## config.mk

```make
export PLATFORM = sky130hd
export DESIGN_NAME = mem_copy_engine_flat
export DESIGN_NICKNAME = d
export VERILOG_FILES = /design/src/rtl/mem_copy_engine_if.sv /design/src/rtl/mem_copy_engine.sv /design/src/flat_wrapper.sv
export SDC_FILE = /design/constraint.sdc
export NUM_CORES = 1
export LEC_CHECK = 0
export CORE_ASPECT_RATIO = 1.75
export CORE_MARGIN = 8
export CORE_UTILIZATION = 49
export DETAILED_ROUTE_END_ITERATION = 10
export PLACE_DENSITY = 0.82
export SKIP_CTS_REPAIR_TIMING = 1
export SLEW_MARGIN = 20
export SYNTH_ARGS = -nofsm -noshare
export SYNTH_HDL_FRONTEND = slang
export SYNTH_SLANG_ARGS = --single-unit
```

## constraint.sdc

```tcl
create_clock -name clk -period 2.3 [get_ports clk]
set_input_delay 0.46 -clock clk [delete_from_list [all_inputs] [get_ports clk]]
set_output_delay 0.46 -clock clk [all_outputs]
set_load 0.005 [all_outputs]
```

## src/rtl/mem_copy_engine_if.sv

```systemverilog
// ---------------------------------------------------------------------------
// mem_copy_engine_if
// Bundles the start/busy/done handshake and the single-port memory bus used
// by mem_copy_engine.
//   slave  modport : the copy engine (takes requests, drives the memory bus)
//   master modport : the environment (controller issuing requests plus the
//                    memory returning combinational read data)
// Signals:
//   start, src_addr, dst_addr, length    request from controller
//   busy, done, err, checksum            status back to controller
//   mem_write_enable, mem_address,
//   mem_write_data                       engine -> memory
//   mem_read_data                        memory -> engine (combinational)
// ---------------------------------------------------------------------------
interface mem_copy_engine_if #(
  parameter int DATA_W = 34,
  parameter int ADDR_W = 7,
  parameter int LEN_W  = 8
);
  logic              start;
  logic [ADDR_W-1:0] src_addr;
  logic [ADDR_W-1:0] dst_addr;
  logic [LEN_W-1:0]  length;
  logic              busy;
  logic              done;
  logic              err;
  logic [DATA_W-1:0] checksum;
  logic              mem_write_enable;
  logic [ADDR_W-1:0] mem_address;
  logic [DATA_W-1:0] mem_write_data;
  logic [DATA_W-1:0] mem_read_data;

  modport master (
    output start, src_addr, dst_addr, length, mem_read_data,
    input  busy, done, err, checksum, mem_write_enable, mem_address, mem_write_data
  );

  modport slave (
    input  start, src_addr, dst_addr, length, mem_read_data,
    output busy, done, err, checksum, mem_write_enable, mem_address, mem_write_data
  );
endinterface

```

## src/rtl/mem_copy_engine.sv

```systemverilog
// ---------------------------------------------------------------------------
// mem_copy_engine
// Copies a block of words inside a single-port 2**ADDR_W x DATA_W memory,
// one word per READ/WRITE cycle pair. The copy direction is chosen so that an
// overlapping source is never overwritten before it has been read.
// Ports:
//   clk  rising-edge clock
//   rst  asynchronous active-low reset
//   bus  mem_copy_engine_if.slave (request handshake + memory bus)
// Build option:
//   MEM_COPY_CHECKSUM_EN  when defined, checksum accumulates every word read
//                         (mod 2**DATA_W); otherwise checksum is tied to 0.
// ---------------------------------------------------------------------------
module mem_copy_engine #(
  parameter int DATA_W = 34,
  parameter int ADDR_W = 7,
  parameter int LEN_W  = 8
) (
  input logic                clk,
  input logic                rst,
  mem_copy_engine_if.slave   bus
);

  localparam int DEPTH = 2 ** ADDR_W;
  localparam logic [ADDR_W-1:0] ADDR_ONE = ADDR_W'(1);
  localparam logic [LEN_W-1:0]  LEN_ONE  = LEN_W'(1);
  localparam logic [LEN_W-1:0]  LEN_MAX  = LEN_W'(DEPTH);

  typedef enum logic [1:0] {IDLE, READ, WRITE, DONE} state_t;

  state_t            state;
  state_t            state_next;
  logic [ADDR_W-1:0] src_ptr;
  logic [ADDR_W-1:0] dst_ptr;
  logic [LEN_W-1:0]  remaining;
  logic              descending;
  logic [DATA_W-1:0] word_buf;
  logic              err_q;

  logic [ADDR_W-1:0] delta;
  logic              desc_req;
  logic              too_long;
  logic [ADDR_W-1:0] len_lo;

  // Pointer step wraps naturally mod 2**ADDR_W.
  function automatic logic [ADDR_W-1:0] step(input logic [ADDR_W-1:0] a,
                                             input logic down);
    return down ? (a - ADDR_ONE) : (a + ADDR_ONE);
  endfunction

  // Destination lies strictly inside the source window (going up) exactly
  // when 0 < (dst - src) mod DEPTH < length; only then must we copy from the
  // top end down.
  assign delta    = bus.dst_addr - bus.src_addr;
  assign desc_req = (delta != '0) && (LEN_W'(delta) < bus.length);
  assign too_long = bus.length > LEN_MAX;
  assign len_lo   = bus.length[ADDR_W-1:0];

  always_ff @(posedge clk or negedge rst) begin
    if (!rst) begin
      state <= IDLE;
    end else begin
      state <= state_next;
    end
  end

  always_comb begin
    state_next = state;
    case (state)
      IDLE: begin
        if (bus.start) begin
          if (too_long || (bus.length == '0)) state_next = DONE;
          else                                state_next = READ;
        end
      end
      READ:    state_next = WRITE;
      WRITE:   state_next = (remaining == LEN_ONE) ? DONE : READ;
      DONE:    state_next = IDLE;
      default: state_next = IDLE;
    endcase
  end

  always_ff @(posedge clk or negedge rst) begin
    if (!rst) begin
      src_ptr    <= '0;
      dst_ptr    <= '0;
      remaining  <= '0;
      descending <= 1'b0;
      word_buf   <= '0;
      err_q      <= 1'b0;
    end else begin
      case (state)
        IDLE: begin
          if (bus.start) begin
            err_q      <= too_long;
            remaining  <= bus.length;
            descending <= desc_req;
            // length = DEPTH truncates len_lo to 0, giving src-1: still the
            // correct last word mod DEPTH.
            if (desc_req) begin
              src_ptr <= bus.src_addr + len_lo - ADDR_ONE;
              dst_ptr <= bus.dst_addr + len_lo - ADDR_ONE;
            end else begin
              src_ptr <= bus.src_addr;
              dst_ptr <= bus.dst_addr;
            end
          end
        end
        READ: begin
          word_buf <= bus.mem_read_data;
        end
        WRITE: begin
          src_ptr   <= step(src_ptr, descending);
          dst_ptr   <= step(dst_ptr, descending);
          remaining <= remaining - LEN_ONE;
        end
        default: ;
      endcase
    end
  end

`ifdef MEM_COPY_CHECKSUM_EN
  logic [DATA_W-1:0] sum_q;

  always_ff @(posedge clk or negedge rst) begin
    if (!rst) begin
      sum_q <= '0;
    end else if ((state == IDLE) && bus.start) begin
      sum_q <= '0;
    end else if (state == READ) begin
      sum_q <= sum_q + bus.mem_read_data;
    end
  end

  assign bus.checksum = sum_q;
`else
  assign bus.checksum = '0;
`endif

  // Memory bus and status are decoded straight from the state so that an
  // asynchronous reset drops the write strobe in the same instant.
  assign bus.busy             = (state == READ) || (state == WRITE);
  assign bus.done             = (state == DONE);
  assign bus.err              = err_q;
  assign bus.mem_write_enable = (state == WRITE);
  assign bus.mem_address      = (state == READ)  ? src_ptr :
                                (state == WRITE) ? dst_ptr : '0;
  assign bus.mem_write_data   = (state == WRITE) ? word_buf : '0;

endmodule

```

## src/flat_wrapper.sv

```systemverilog
// flat-port wrapper written by rule: the top's interface ports become plain ports
module mem_copy_engine_flat 
#(
  parameter int DATA_W = 34,
  parameter int ADDR_W = 7,
  parameter int LEN_W  = 8
)
  (clk, rst, bus_start, bus_src_addr, bus_dst_addr, bus_length, bus_mem_read_data, bus_busy, bus_done, bus_err, bus_checksum, bus_mem_write_enable, bus_mem_address, bus_mem_write_data);
  mem_copy_engine_if #(.DATA_W(DATA_W), .ADDR_W(ADDR_W), .LEN_W(LEN_W)) bus_i ();
  input logic clk;
  input logic rst;
  input wire logic [$bits(bus_i.start)-1:0] bus_start;
  input wire logic [$bits(bus_i.src_addr)-1:0] bus_src_addr;
  input wire logic [$bits(bus_i.dst_addr)-1:0] bus_dst_addr;
  input wire logic [$bits(bus_i.length)-1:0] bus_length;
  input wire logic [$bits(bus_i.mem_read_data)-1:0] bus_mem_read_data;
  output wire logic [$bits(bus_i.busy)-1:0] bus_busy;
  output wire logic [$bits(bus_i.done)-1:0] bus_done;
  output wire logic [$bits(bus_i.err)-1:0] bus_err;
  output wire logic [$bits(bus_i.checksum)-1:0] bus_checksum;
  output wire logic [$bits(bus_i.mem_write_enable)-1:0] bus_mem_write_enable;
  output wire logic [$bits(bus_i.mem_address)-1:0] bus_mem_address;
  output wire logic [$bits(bus_i.mem_write_data)-1:0] bus_mem_write_data;
  assign bus_i.start = bus_start;
  assign bus_i.src_addr = bus_src_addr;
  assign bus_i.dst_addr = bus_dst_addr;
  assign bus_i.length = bus_length;
  assign bus_i.mem_read_data = bus_mem_read_data;
  assign bus_busy = bus_i.busy;
  assign bus_done = bus_i.done;
  assign bus_err = bus_i.err;
  assign bus_checksum = bus_i.checksum;
  assign bus_mem_write_enable = bus_i.mem_write_enable;
  assign bus_mem_address = bus_i.mem_address;
  assign bus_mem_write_data = bus_i.mem_write_data;
  mem_copy_engine #(.DATA_W(DATA_W), .ADDR_W(ADDR_W), .LEN_W(LEN_W)) u_core (.clk(clk), .rst(rst), .bus(bus_i));
endmodule
```

# Word-level counts from Yosys, hierarchy flattened
# Cells that the tools add are included.
dict set report totals {
  reg_bits 60
  inputBits 59
  word_cells 50
  out_inout_bits 79
}
dict set report op_classes {
  mux 17
  n_addsub 10
  n_lt_le_gt_ge 2
  reduce_logical 9
  eq_ne 5
}
# op n
set ops {}
lappend ops {{two-way mux 7 bit} 8}
lappend ops {{two-way mux 34 bit} 1}
lappend ops {{case mux 7 bit (2 select lines)} 2}
lappend ops {{subtractor 7 x 1 -> 7 bit, second input constant} 4}
lappend ops {{case mux 8 bit (2 select lines)} 1}
lappend ops {{adder 7 x 1 -> 7 bit, second input constant} 2}
lappend ops {{adder 7 bit} 2}
lappend ops {{== test 8 x 1 -> 1 bit, second input constant} 1}
lappend ops {{greater-than comparator 8 bit, second input constant} 1}
lappend ops {{logical NOT 8 bit} 1}
lappend ops {{less-than comparator 7 x 8 -> 1 bit} 1}
lappend ops {{two-way mux 8 bit} 1}
lappend ops {{case mux 2 bit (4 select lines)} 1}
lappend ops {{subtractor 8 x 1 -> 8 bit, second input constant} 1}
lappend ops {{nonzero test 7 bit} 1}
lappend ops {{subtractor 7 bit} 1}
lappend ops {{two-way mux 2 bit} 3}
lappend ops {{== test 2 bit, second input constant} 2}
lappend ops {{AND reduction 2 bit} 2}
lappend ops {{== test 2 x 1 -> 1 bit, second input constant} 1}
lappend ops {{logical NOT 2 bit} 1}
lappend ops {{logical OR 1 bit} 2}
lappend ops {{inequality test 2 bit, second input constant} 1}
lappend ops {{nonzero test 2 bit} 1}
lappend ops {{logical AND 1 bit} 1}

# Longest topological paths before layout
# Gate-level depths: netlist of run 1.
dict set report logic_depth {
  depth_word 6
  depth_mapped 18
}

# Least setup slack after synthesis of run 1
# No wires, ideal clock.
dict set report synth_path {
  kind {input -> register}
  startpoint {input port bus_dst_addr[0]}
  endpoint {register u_core.dst_ptr[6]}
  stages 17
  t_arrival_ns 3.307
  setup_slack_ns -1.089
  required_ns 2.218
  path_cell_list {inv_1 > ha_1 > inv_1 > fa_1 > a211oi_2 > o31ai_1 > a21oi_1 > xnor2_1 > inv_1 > ha_1 > and3_1 > a221oi_1 > a21oi_1 > a21o_1 > buf_6 > or3_1 > a31oi_1}
}
dict set report synth_via {
  elab_chain_len 6
  elab_cells_between_ends 9
  cone_classes {add/sub: 3; order compare: 1; mux: 3; reduce/logical: 2}
}
# item line
set synth_rtl {}
lappend synth_rtl {{start: declaration} flat_wrapper.sv:14} ;# input wire logic [$bits(bus_i.dst_addr)-1:0] bus_dst_addr;
lappend synth_rtl {{subtractor 7 bit} mem_copy_engine.sv:54} ;# assign delta = bus.dst_addr - bus.src_addr;
lappend synth_rtl {{less-than comparator 7 x 8 -> 1 bit or nonzero test 7 bit (tied branches)} mem_copy_engine.sv:55} ;# assign desc_req = (delta != '0) && (LEN_W'(delta) < bus.length);
lappend synth_rtl {{logical AND 1 bit} mem_copy_engine.sv:55}
lappend synth_rtl {{two-way mux 7 bit (*)} mem_copy_engine.sv:100} ;# if (desc_req) begin
lappend synth_rtl {{two-way mux 7 bit (*)} mem_copy_engine.sv:94} ;# if (bus.start) begin
lappend synth_rtl {{case mux 7 bit (2 select lines) (*)} mem_copy_engine.sv:92} ;# case (state)
lappend synth_rtl {{end signal: assignment} mem_copy_engine.sv:102} ;# dst_ptr <= bus.dst_addr + len_lo - ADDR_ONE;
lappend synth_rtl {{end signal: assignment} mem_copy_engine.sv:105} ;# dst_ptr <= bus.dst_addr;
lappend synth_rtl {{end signal: assignment} mem_copy_engine.sv:114} ;# dst_ptr <= step(dst_ptr, descending);
lappend synth_rtl {{end: declaration} mem_copy_engine.sv:34} ;# logic [ADDR_W-1:0] dst_ptr;
# Every way passes the cells marked *; elsewhere a longest branch is shown, timed or not. The select of a mux whose other input is x is not followed.
# A chain may end at the register's enable or synchronous reset.

# Final worst setup path of run 1
dict set report layout_path {
  startpoint {input port bus_dst_addr[0]}
  endpoint {register u_core.src_ptr[3]}
}
dict set report layout_via {
  elab_chain_len 6
  elab_cells_between_ends 7
  cone_classes {add/sub: 1; order compare: 1; mux: 3; reduce/logical: 2}
}
# item line
set layout_rtl {}
lappend layout_rtl {{subtractor 7 bit (*)} mem_copy_engine.sv:54}
lappend layout_rtl {{less-than comparator 7 x 8 -> 1 bit or nonzero test 7 bit (tied branches)} mem_copy_engine.sv:55}
lappend layout_rtl {{logical AND 1 bit (*)} mem_copy_engine.sv:55}
lappend layout_rtl {{two-way mux 7 bit (*)} mem_copy_engine.sv:100}
lappend layout_rtl {{two-way mux 7 bit (*)} mem_copy_engine.sv:94}
lappend layout_rtl {{case mux 7 bit (2 select lines) (*)} mem_copy_engine.sv:92}
lappend layout_rtl {{end signal: assignment} mem_copy_engine.sv:101} ;# src_ptr <= bus.src_addr + len_lo - ADDR_ONE;
lappend layout_rtl {{end signal: assignment} mem_copy_engine.sv:104} ;# src_ptr <= bus.src_addr;
lappend layout_rtl {{end signal: assignment} mem_copy_engine.sv:113} ;# src_ptr <= step(src_ptr, descending);
lappend layout_rtl {{end: declaration} mem_copy_engine.sv:33} ;# logic [ADDR_W-1:0] src_ptr;
# Marks and branches as above.

==> results of run 1 <==
worst reg2reg max path, cell delays in order, from the launching register on:
cell and delay [ps]:
dfrtp_1 480, inv_1 160, fa_1 460, nor2b_1 180, o21ai_0 130, a21boi_0 330
o21ai_0 190, o21bai_1 190, nand3_1 90, a31oi_1 40
synth_stat cells, types with 10 or more instances:
master and count:
inv_1 64, dfrtp_1 60, ha_1 50, and2_1 34, buf_4 34, mux2_2 34, o21ai_0 30, a21oi_1 27
nand2_1 19, clkbuf_1 16, nor2_1 16, xnor2_1 16, mux2i_1 12, nand3_1 10
routing by layer:
layer / global-route usage / up-vias / part of all wire
met4: 0.129 / 0 / 0.055
met2: 0.386 / 167 / 0.56
li1: - / 2113 / -
met3: 0.0366 / 49 / 0.045
met5: 0 / - / 0
met1: 0.186 / 2115 / 0.34
cells by family (layout without fill, tap and decap cells):
kind of cell	after synthesis	count (layout)
other	1	34
XOR/XNOR	19	19
flip-flops	60	60
AO/OA/AOI/OAI	114	114
AND/OR/NAND/NOR	116	116
buffers and inverters	117	265
multiplexers	46	46
adder cells (fa/ha/maj)	55	55
metrics by stage:
| stage | setup TNS (ps) | setup slack [ps] |
|---|---|---|
| finish | -14310 | -1030 |
| global route | -17060 | -1210 |
| CTS | -31070 | -1490 |
| detailed placement | -25680 | -1810 |
| global placement | -23600 | -1660 |
| floorplan | -12640 | -924 |
where the power goes:
group / switching, mW / leakage [nW] / internal (mW) / total (mW)
Sequential: 0.0140 / 0.681 / 1.09 / 1.10
Combinational: 0.374 / 2.84 / 0.492 / 0.866
Clock: 0.439 / 0.162 / 1.04 / 1.47
registers in the layout (all words and copies together) (netlist names):
| name | flops |
|---|---|
| u_core.descending | 1 |
| u_core.bus.err | 1 |
| u_core.remaining | 8 |
| u_core.src_ptr | 7 |
| u_core.dst_ptr | 7 |
| u_core.word_buf | 34 |
| u_core.state | 2 |
worst max path at each step:
stage and end:
6_report u_core.src_ptr[3]$_DFFE_PN0P_, 5_1_grt u_core.src_ptr[3]$_DFFE_PN0P_, 4_1_cts u_core.src_ptr[3]$_DFFE_PN0P_, 3_5_place_dp u_core.src_ptr[3]$_DFFE_PN0P_, 3_3_place_gp u_core.src_ptr[6]$_DFFE_PN0P_, 2_1_floorplan u_core.dst_ptr[6]$_DFFE_PN0P_
area by class of cell:
class,instances,area [um^2]
inverters,64,253
clock buffers,13,270
flip-flops and latches,60,1500
multi-input cells,384,3050
well taps,125,156
clock inverters,3,67.6
fillers,697,2680
repair buffers,185,1810
placed cells by master (no fill, tap or decap), types with 6 or more instances in the layout:
| cell | instances |
|---|---|
| a21oi_1 | 27 |
| mux2i_1 | 10 |
| nand3_1 | 10 |
| clkdlybuf4s50_1 | 68 |
| clkbuf_16 | 11 |
| buf_4 | 73 |
| ha_4 | 8 |
| ha_1 | 42 |
| a22oi_1 | 6 |
| a21o_1 | 8 |
| inv_1 | 55 |
| dfrtp_1 | 59 |
| conb_1 | 34 |
| o21ai_0 | 28 |
| inv_2 | 8 |
| nand2_1 | 19 |
| xnor2_1 | 16 |
| dlymetal6s2s_1 | 32 |
| mux2_2 | 34 |
| o31ai_1 | 6 |
| nor3_1 | 7 |
| and2_1 | 34 |
| nor2_1 | 15 |
==> impl_metrics.env, run 1 <==
export IMPL_status="complete, but fails checks"
export IMPL_violations="setup timing"
export IMPL_fp_dieH_um=148
export IMPL_synth_seq_cells=60
export IMPL_synthMuxAreaShare=0.104
export IMPL_avgRoutedWirePerCell_um=17.5
export IMPL_first_global_vias=4666
export IMPL_p_total_mw=3.44
export IMPL_io_pins=138
export IMPL_synth_compound_area_frac=0.151
export IMPL_slew_headroom=0.467
export IMPL_grt_ovfl_total=0
export IMPL_yosys_area_top_type_share=0.309
export IMPL_setup_viol=15
export IMPL_cp_required_ps=2520
export IMPL_synthArstFlopShare=1.00
export IMPL_synth_xor_area_frac=0.0343
export IMPL_r2r_slack_ps=-70
export IMPL_fp_row_count=48
export IMPL_layout_nets=818
export IMPL_die_w_um=91.3
export IMPL_power_density_mw_per_mm2=484
export IMPL_reg2reg_depth=9
export IMPL_wirelength_mm=14.6
export IMPL_max_vdd_ir_drop_mv=0.409
export IMPL_ys_seq_area_frac=0.309
export IMPL_clockBufferDepth=2
export IMPL_ys_flop_type="dfrtp_1"
export IMPL_hold_class="in2async"
export IMPL_initial_core_util=0.496
export IMPL_antenna_found_initial=0
export IMPL_fin_crit_sh=1.45
export IMPL_io_buffers=103
export IMPL_core_mm2=0.00979
export IMPL_critical_path_max_stage_delay_ps=380
export IMPL_dp_hpwl_mm=11.1
export IMPL_finalCoreUtilization=0.726
export IMPL_grt_max_degree=38
export IMPL_critPathCaptureType="flip-flop"
export IMPL_path_cells="buf_8 -> inv_12 -> ha_4 -> inv_2 -> fa_2 -> a211oi_4 -> o31ai_2 -> a21oi_1 -> xnor2_1 -> inv_1 -> ha_4 -> and3_4 -> a221oi_2 -> a21oi_1 -> a21o_1 -> buf_12 -> buf_8 -> mux2i_1 -> o31ai_1"
export IMPL_synthToLayoutAreaGrowth_pct=46.4
export IMPL_cp_start_kind="input port"
export IMPL_viasPerCell=5.33
export IMPL_n_antenna_cell=0
export IMPL_syn_area_mm2=0.00486
export IMPL_postSynthCellCount=528
export IMPL_gp_congestion=0.864
export IMPL_path_depth=19
export IMPL_numCtsBuffers=9
export IMPL_arrival_ps=3550
export IMPL_firstDrtPassIters=4
export IMPL_ys_types=51
export IMPL_synth_top_area_cell="dfrtp_1"
export IMPL_hold_viol=0
export IMPL_ant_nets=0
export IMPL_cts_tree="yes"
export IMPL_hold_worst_slack_ps=221
export IMPL_drt_iter0_drc=266
export IMPL_vias=4444
export IMPL_crit_buf_inv=6
export IMPL_clock_sinks=60
export IMPL_clk_pin_slew_ps=50
export IMPL_path_class="in2reg"
export IMPL_synth_simple_area_share=0.132
export IMPL_r2r_start="u_core.descending$_DFFE_PN0P_"
export IMPL_drive_gt1_frac=0.231
export IMPL_dp_cells=808
export IMPL_ys_warn_count=0
export IMPL_finalMaxSlewViolations=0
export IMPL_synth_area_per_cell_um2=9.20
export IMPL_crit_family="compound AO/OA/AOI/OAI gates"
export IMPL_setup_ws_ps=-1030
export IMPL_clock_skew_ps=8.89
export IMPL_yosys_top_cells_area="dfrtp_1 (31%), ha_1 (13%), mux2_2 (7.9%)"
export IMPL_dpl_cell_area_mm2=0.00644
export IMPL_crit_start="bus_dst_addr[0]"
export IMPL_fmax_ghz=0.300
export IMPL_synthAdderAreaFrac=0.149
export IMPL_synth_top_family_by_area="compound AO/OA/AOI/OAI gates"
export IMPL_drv_cap=0
export IMPL_tightest_slew_ps=799
export IMPL_synth_edf_count=0
export IMPL_rr_endpoint="u_core.dst_ptr[6]$_DFFE_PN0P_"
export IMPL_dieArea_mm2=0.0135
export IMPL_grt_pass1_wl_mm=21.8
export IMPL_grt_setup_unrepaired="yes"
export IMPL_leakage_nw=3.69
export IMPL_drc_errors=0
export IMPL_htree_levels=3
export IMPL_layoutNonFillerInstCount=834
export IMPL_clock_latency_ps=330
export IMPL_path_max_fanout=6
export IMPL_grtUsageTotal=0.201
export IMPL_crit_slowest_cell="fa_2"
export IMPL_cts_root_buf="clkbuf_16"
export IMPL_fin_area_mm2=0.00711
export IMPL_min_period_ps=3330
Note: power is estimated with default switching activity, not from simulation.
==> inputs of run 2 (changes only) <==
--- a/config.mk
+++ b/config.mk
@@ -5,6 +5,7 @@
 export SDC_FILE = /design/constraint.sdc
 export NUM_CORES = 1
 export LEC_CHECK = 0
+export CAP_MARGIN = 15
 export CORE_ASPECT_RATIO = 1.75
 export CORE_MARGIN = 8
 export CORE_UTILIZATION = 49
==> results of run 2 <==
No change in the layout: final DEF, timing and power equal those of run 1.
